### config.mk
export PLATFORM = sky130hd
export DESIGN_NAME = req_fifo_bank
export DESIGN_NICKNAME = d
export VERILOG_FILES = /design/src/rtl/req_fifo_bank.sv
export SDC_FILE = /design/constraint.sdc
export NUM_CORES = 1
export LEC_CHECK = 0
export ABC_AREA = 1
export ABC_CLOCK_PERIOD_IN_PS = 2300
export CAP_MARGIN = 20
export CORE_ASPECT_RATIO = 1.5
export CORE_MARGIN = 2
export CORE_UTILIZATION = 53
export DETAILED_ROUTE_END_ITERATION = 12
export PLACE_DENSITY = 0.71
export SETUP_SLACK_MARGIN = 0.4
export SYNTH_ARGS = -nofsm -noshare
export SYNTH_HDL_FRONTEND = slang
export SYNTH_SLANG_ARGS = --single-unit
### constraint.sdc
create_clock -name i_clk -period 2.3 [get_ports i_clk]
set_clock_uncertainty 0.05 [all_clocks]
set_input_delay 0.23 -clock i_clk [delete_from_list [all_inputs] [get_ports i_clk]]
set_output_delay 0.23 -clock i_clk [all_outputs]
set_load 0.01 [all_outputs]
### src/rtl/req_fifo_bank.sv
// rtl/req_fifo_bank.sv - per-requester FIFO bank feeding a round-robin arbiter
//
// Purpose: NCH independent circular FIFOs (2**AW deep, DW wide). Each channel's
// non-empty flag is one bit of the arbiter request vector. The arbiter's
// one-hot grant selects the channel whose head word appears on the read port
// (first-word fall-through), and i_pop consumes that word.
//
// Ports:
//   i_clk    clock, all state on rising edge
//   i_rstn   asynchronous active-low reset (pointers and error flag only)
//   i_push   per-channel write strobe
//   i_wdata  write data, channel k at [k*DW +: DW]
//   o_full   per-channel full flag (from registered pointers)
//   o_req    per-channel non-empty flag (from registered pointers)
//   i_gnt    one-hot grant, all-zero = no grant
//   i_pop    consume head word of granted channel
//   o_rdata  head word of granted channel, 0 when not valid
//   o_rvld   granted channel is non-empty
//   o_err    sticky protocol error: push to full, or illegal pop
module req_fifo_bank #(
    parameter int NCH = 4,
    parameter int DW  = 8,
    parameter int AW  = 2
) (
    input  logic              i_clk,
    input  logic              i_rstn,
    input  logic [NCH-1:0]    i_push,
    input  logic [NCH*DW-1:0] i_wdata,
    output logic [NCH-1:0]    o_full,
    output logic [NCH-1:0]    o_req,
    input  logic [NCH-1:0]    i_gnt,
    input  logic              i_pop,
    output logic [DW-1:0]     o_rdata,
    output logic              o_rvld,
    output logic              o_err
);

    localparam int DEPTH = 1 << AW;

    logic [AW:0]   wptr_q [NCH];
    logic [AW:0]   wptr_d [NCH];
    logic [AW:0]   rptr_q [NCH];
    logic [AW:0]   rptr_d [NCH];
    logic [DW-1:0] mem_q  [NCH][DEPTH];
    logic          err_q;
    logic          err_d;

    logic [NCH-1:0] empty;
    logic [NCH-1:0] full;
    logic [NCH-1:0] push_ok;
    logic [NCH-1:0] pop_ok;
    logic           gnt_onehot;
    logic           push_bad;
    logic           pop_bad;

    // Status comes only from registered pointers, so o_req/o_full never
    // depend combinationally on this cycle's push/pop.
    always_comb begin
        for (int k = 0; k < NCH; k++) begin
            empty[k] = (wptr_q[k] == rptr_q[k]);
            full[k]  = (wptr_q[k][AW] != rptr_q[k][AW]) &&
                       (wptr_q[k][AW-1:0] == rptr_q[k][AW-1:0]);
        end
    end

    assign o_req  = ~empty;
    assign o_full = full;
    assign o_err  = err_q;

    // x & (x-1) clears the lowest set bit; zero result with x != 0 is one-hot.
    assign gnt_onehot = (i_gnt != '0) &&
                        ((i_gnt & (i_gnt - {{(NCH-1){1'b0}}, 1'b1})) == '0);

    // Fullness is judged on pre-edge pointers: a concurrent pop does not
    // make room for a push in the same cycle.
    assign push_ok  = i_push & ~full;
    assign push_bad = |(i_push & full);
    assign pop_ok   = (i_pop && gnt_onehot) ? (i_gnt & ~empty) : '0;
    assign pop_bad  = i_pop && (pop_ok == '0);
    assign err_d    = err_q | push_bad | pop_bad;

    always_comb begin
        for (int k = 0; k < NCH; k++) begin
            wptr_d[k] = wptr_q[k];
            rptr_d[k] = rptr_q[k];
            if (push_ok[k]) begin
                wptr_d[k] = wptr_q[k] + {{AW{1'b0}}, 1'b1};
            end
            if (pop_ok[k]) begin
                rptr_d[k] = rptr_q[k] + {{AW{1'b0}}, 1'b1};
            end
        end
    end

    always_ff @(posedge i_clk or negedge i_rstn) begin
        if (!i_rstn) begin
            for (int k = 0; k < NCH; k++) begin
                wptr_q[k] <= '0;
                rptr_q[k] <= '0;
            end
            err_q <= 1'b0;
        end else begin
            for (int k = 0; k < NCH; k++) begin
                wptr_q[k] <= wptr_d[k];
                rptr_q[k] <= rptr_d[k];
            end
            err_q <= err_d;
        end
    end

    // Storage is intentionally not reset; empty pointers hide stale words.
    always_ff @(posedge i_clk) begin
        for (int k = 0; k < NCH; k++) begin
            if (push_ok[k]) begin
                mem_q[k][wptr_q[k][AW-1:0]] <= i_wdata[k*DW +: DW];
            end
        end
    end

    // First-word fall-through read mux; no bypass from the write port.
    always_comb begin
        o_rdata = '0;
        o_rvld  = 1'b0;
        for (int k = 0; k < NCH; k++) begin
            if (gnt_onehot && i_gnt[k] && !empty[k]) begin
                o_rdata = mem_q[k][rptr_q[k][AW-1:0]];
                o_rvld  = 1'b1;
            end
        end
    end

endmodule
==> impl_metrics.yaml, run 1 <==
synth:
  ys_seq_area_share_pct: 64.1
  synth_seq_cells: 153
  yosys.area.top_type: "edfxtp_1"
  async_reset_ff_share_pct: 16.3
  synth_cell_types: 31
  synth-edff-count: 128
  synth.area.top_cells: "edfxtp_1, dfrtp_1, nor2_1"
  synth_top_area_share_pct: 55.1
  avgSynthCellArea_um2: 11.3
  synth_cells: 615
  synth.most_common_cell: "edfxtp_1"
  netlist_area_mm2: 0.00698
  synth_fp_nets: 678
  synthTopCellsByCount: "edfxtp_1, nor2_1, nand2_1"
  synth_warnings: 0
  synth_ff_type: "edfxtp_1"
pwr:
  power.switching_w: 0.00480
  pwr-share-clk_pct: 22.2
  seqPwrFrac_pct: 32.7
  comb_power_share_pct: 45.1
  fin_total_pwr_w: 0.0127
  p_leak_nw: 3.70
  internal_power_w: 0.00794
  powerDensity_mw_per_mm2: 1380
  irDropWorstVdd_mv: 0.761
  swShare_pct: 37.7
floorplan:
  ioPinCount: 61
  fp.dieW_um: 97.7
  num_rows: 51
  core_mm2: 0.0130
  start_util_pct: 53.9
  die_area_mm2: 0.0141
  die_h_um: 145
timing:
  setup_ws_ns: 0.0925
  finalCritPeriodShare_pct: 96.0
  rsz0062_at_grt: "true"
  finalHoldViolations: 0
  min_period_ns: 2.21
  relSlewSlack_pct: 71.1
  tightest_slew_ns: 0.432
  drv_slew: 0
  holdWs_ns: 0.132
  max_clock_freq_ghz: 0.453
  setup_viol: 0
clock_tree:
  cts_tree: "done"
  cts_buffers: 17
  cts.sinks: 153
  clockBufferDepth: 2
  ctsRootBufferMaster: "clkbuf_16"
  clk_pin_slew_worst_paths_ns: 0.06
  ctsHoldBuffers: 0
  cts-htree-levels: 4
  insertion_delay_ns: 0.42
worst_setup_path:
  critPathMaxFanout: 10
  arrival_ns: 1.93
  r2r_cells: 10
  path_class: "reg2out"
  worstSetupEndpointType: "output port"
  required_ns: 2.02
  crit_path_start_kind: "flop"
cells_and_area:
  register_area_mm2: 0.00448
  diodes: 0
  layout-drive-gt1-share_pct: 27.1
  fin_area_mm2: 0.00920
  fin_util_pct: 71.0
  fill_cells: 818
  multi_input_area_mm2: 0.00233
  num-nets-final: 817
  areaGrowthSynthToFinish_pct: 31.9
detailed_routing:
  vias: 5222
  drc: 0
  vias_per_cell: 5.64
  first_pass_iters: 5
  wl_um: 17300
  wl_per_cell_um: 18.7
  drtIter0Drc: 353
  final_antenna_net_count: 0
global_routing:
  grt.total_usage_pct: 24.4
  grt_pass1_wl_um: 25900
  grt_overflow: 0
  antenna_found_initial: 0
  grt_max_degree: 26
  first_global_vias: 5213
place:
  dpl.hpwl_um: 10700
  dpl_cell_area_mm2: 0.00790
  port_buffers: 60
  pre_cts_ws_ns: -0.0191
  globalplace.congestion: 0.891
job:
  drv_cap: 0
hold_path:
  hp-class: "in2async"
run_status:
  status: "completed"
per-stage QoR:
stage                     setup TNS [ns]  instances
after floorplan                        0        615
after global placement                 0        849
after detailed placement         -0.0260        849
after CTS                              0        914
after global routing                   0        926
final                                  0        926
state kept, by name, summed over array words and instances, names as in the netlist:
register / flops
o_err: 1
wptr_q: 12
mem_q: 128
rptr_q: 12
final timing paths:
check,slack (ns),end,start
max in group asynchronous,1.76,rptr_q[1]$_DFFE_PN0P_,i_rstn
setup reg to reg,0.29,mem_q[2][30]$_DFFE_PP_,rptr_q[3]$_DFFE_PN0P_
hold / removal,0.13,wptr_q[10]$_DFFE_PN0P_,i_rstn
setup / recovery,0.09,o_rdata[5],rptr_q[0]$_DFFE_PN0P_
min in group i_clk,0.39,mem_q[0][25]$_DFFE_PP_,i_wdata[1]
hold reg to reg,0.46,rptr_q[11]$_DFFE_PN0P_,rptr_q[11]$_DFFE_PN0P_
critical path: stages (launching register included):
cell and delay (ns):
dfrtp_2 0.49, buf_6 0.15, buf_12 0.13, nor2_1 0.08, nor2_1 0.04, o21ai_0 0.06
nand2_1 0.13, nand3_2 0.11, nand4_1 0.13, buf_2 0.17
power by group through the flow:
stage	sequential (W)	clock (W)	combinational (W)
finish	0.00417	0.00283	0.00574
floorplan	0.00404	0	0.00278
detailed placement	0.00419	0	0.00414
global route	0.00424	0.00294	0.00619
CTS	0.00414	0.00281	0.00511
global placement	0.00416	0	0.00403
cells by family (layout without fill, tap and decap cells):
group | count (synthesis) | in the layout | synth area share [%]
buf+inv | 85 | 237 | 5.49
xor+xnor | 18 | 18 | 2.96
simple gates | 246 | 246 | 16.7
compound gates | 93 | 93 | 7.17
fa+ha+maj | 20 | 20 | 3.59
flops | 153 | 153 | 64.1
layout make-up:
class                           instances  share of cell area (%)
Inverter                               67                    2.94
Clock buffer                           20                    4.86
Timing Repair Buffer                  138                    14.3
Tap cell                              159                    2.16
Multi-Input combinational cell        377                    25.4
Clock inverter                         12                    1.65
Sequential cell                       153                    48.7
repair_timing:
action | CTS | global route
cloned | 2 | 0
endpoints found under the hold margin | 0 | 0
pin swaps | 46 | 19
gates resized for setup | 130 | 50
setup buffers | 31 | 12
setup endpoints to repair | 17 | 50
placed cells by master (no fill, tap or decap), drive strengths merged:
master	instances
xor2	14
nand3	28
dfrtp	25
clkinvlp	3
bufinv	3
ha	20
clkbuf	22
buf	92
a21oi	7
o22ai	16
o211ai	6
nand4	18
xnor2	4
edfxtp	128
nand2	95
dlygate4sd2	1
clkinv	8
clkdlybuf4s50	43
o21ai	64
nor2	105
inv	65
layer usage:
metal  part of all wire (%)  vias up  GRT usage [%]
met1                     36     2528           27.4
met2                     52      248           42.3
met4                    4.7        0           15.5
met3                    6.5       61           5.32
li1                       -     2385              -
met5                      0        -              0
Note: power is estimated with default switching activity, not from simulation.
==> inputs of run 2 (changes only) <==
Settings changed: CORE_UTILIZATION 53 to 50, PLACE_DENSITY 0.71 to 0.68.
==> run 2 against run 1 <==
  * Clock power fell by 3%
  * Cell area barely moved
  * Via count fell by 4.8%
  * Critical path depth fell by 2
  * Sequential power barely moved
  * Critical path type unchanged
  * Largest power group unchanged
  * Highest routed layer unchanged
==> impl_metrics.yaml, run 2 (synthesized netlist as in run 1, its figures left out) <==
clock_tree:
  cts-htree-levels: 4
  cts_buffers: 17
  insertion_delay_ns: 0.42
  clockBufferDepth: 2
  ctsHoldBuffers: 0
  clk_pin_slew_worst_paths_ns: 0.07
  cts.sinks: 153
  ctsRootBufferMaster: "clkbuf_16"
  cts_tree: "done"
global_routing:
  first_global_vias: 4856
  grt.total_usage_pct: 22.2
  antenna_found_initial: 0
  grt_overflow: 0
  grt_pass1_wl_um: 24600
  grt_max_degree: 26
timing:
  setup_viol: 0
  tightest_slew_ns: 0.388
  finalHoldViolations: 0
  setup_tns_ns: 0
  setup_ws_ns: 0.158
  holdWs_ns: 0.151
  max_clock_freq_ghz: 0.467
  finalCritPeriodShare_pct: 93.1
  drv_slew: 0
  rsz0062_at_grt: "true"
  min_period_ns: 2.14
  relSlewSlack_pct: 74.2
floorplan:
  num_rows: 52
  start_util_pct: 51.3
  die_area_mm2: 0.0149
  core_mm2: 0.0136
  ioPinCount: 61
  die_h_um: 149
  fp.dieW_um: 100
place:
  globalplace.congestion: 0.894
  dpl_cell_area_mm2: 0.00793
  dpl.hpwl_um: 10600
  pre_cts_ws_ns: 0.0153
  port_buffers: 60
pwr:
  p_leak_nw: 3.71
  powerDensity_mw_per_mm2: 1350
  irDropWorstVdd_mv: 0.655
  fin_total_pwr_w: 0.0124
hold_path:
  hp-class: "in2async"
detailed_routing:
  vias_per_cell: 5.38
  wl_met3_um: 997
  final_antenna_net_count: 0
  drc: 0
  wl_um: 16000
  highest_layer: "met4"
  dr_wl_met2_um: 8260
  drtIter0Drc: 226
  wl_per_cell_um: 17.3
  first_pass_iters: 5
  wl_met1_um: 6160
  vias: 4971
cells_and_area:
  num-nets-final: 813
  layout-drive-gt1-share_pct: 27.0
  fin_area_mm2: 0.00920
  areaGrowthSynthToFinish_pct: 31.8
  largest_register_ffs: 128
  multi_input_area_mm2: 0.00241
  final_common_cell: "edfxtp_1"
  register_area_mm2: 0.00448
  fill_cells: 938
  diodes: 0
  final_cell_mix: "edfxtp_1, nor2_1, nand2_1"
worst_setup_path:
  critPathMaxFanout: 6
  path_class: "reg2out"
  r2r_slack_ns: 0.36
  critical_path.max_stage_delay_ns: 0.43
  cp_cell_sequence: "buf_6 > xnor2_4 > buf_6 > nand3_4 > nand3_2 > nand4_1 > buf_2"
  worstReg2RegStart: "rptr_q[9]$_DFFE_PN0P_"
  cp_top_family: "buffers and inverters"
  r2r_cells: 8
  crit_path_start_kind: "flop"
  cpMostUsedCell: "buf_6"
  rr_endpoint: "mem_q[0][0]$_DFFE_PP_"
  cpMaxStageDelayCell: "dfrtp_2"
  arrival_ns: 1.86
  worstSetupEndpointType: "output port"
  required_ns: 2.02
  critPathBufInv: 3
job:
  drv_cap: 0
run_status:
  status: "completed"
## run 2: worst max path at each step
stage	from	to	slack, ns	cells past startpoint
detailed placement	i_gnt[1]	o_rdata[5]	0.02	8
finish	rptr_q[3]$_DFFE_PN0P_	o_rdata[1]	0.16	7
CTS	rptr_q[6]$_DFFE_PN0P_	o_rdata[5]	0.18	8
global placement	i_gnt[0]	o_rdata[2]	0.08	8
floorplan	rptr_q[1]$_DFFE_PN0P_	mem_q[3][10]$_DFFE_PP_	0.62	6
global route	rptr_q[3]$_DFFE_PN0P_	o_rdata[1]	0.10	7
## run 2: what timing repair did
item,CTS,global route
buffers inserted,29,10
hold endpoints to repair,0,0
setup endpoints to repair,17,16
cloned,2,0
gates resized for setup,135,36
pin swaps,24,24
## run 2: per-stage QoR
stage	util [%]	cells
after floorplan	-	615
after global placement	58.3	852
after detailed placement	58.3	852
after CTS	66.2	914
after global routing	67.6	924
final	67.6	924
## run 2: routing by layer
layer,up-vias,global-route usage (%)
li1,2390,-
met1,2390,26.7
met2,157,37.4
met3,34,5.64
met4,0,9.66
met5,-,0
## run 2: cell type report
class | instances | area share, %
clock buffers | 19 | 4.71
clock inverters | 12 | 1.65
inverters | 67 | 3.03
multi-input cells | 378 | 26.2
flip-flops and latches | 153 | 48.7
well taps | 162 | 2.20
repair buffers | 133 | 13.5
## run 2: power by group
| group | switching, W | internal [W] |
|---|---|---|
| Clock | 0.00104 | 0.00170 |
| Combinational | 0.00311 | 0.00242 |
| Sequential | 0.000431 | 0.00374 |
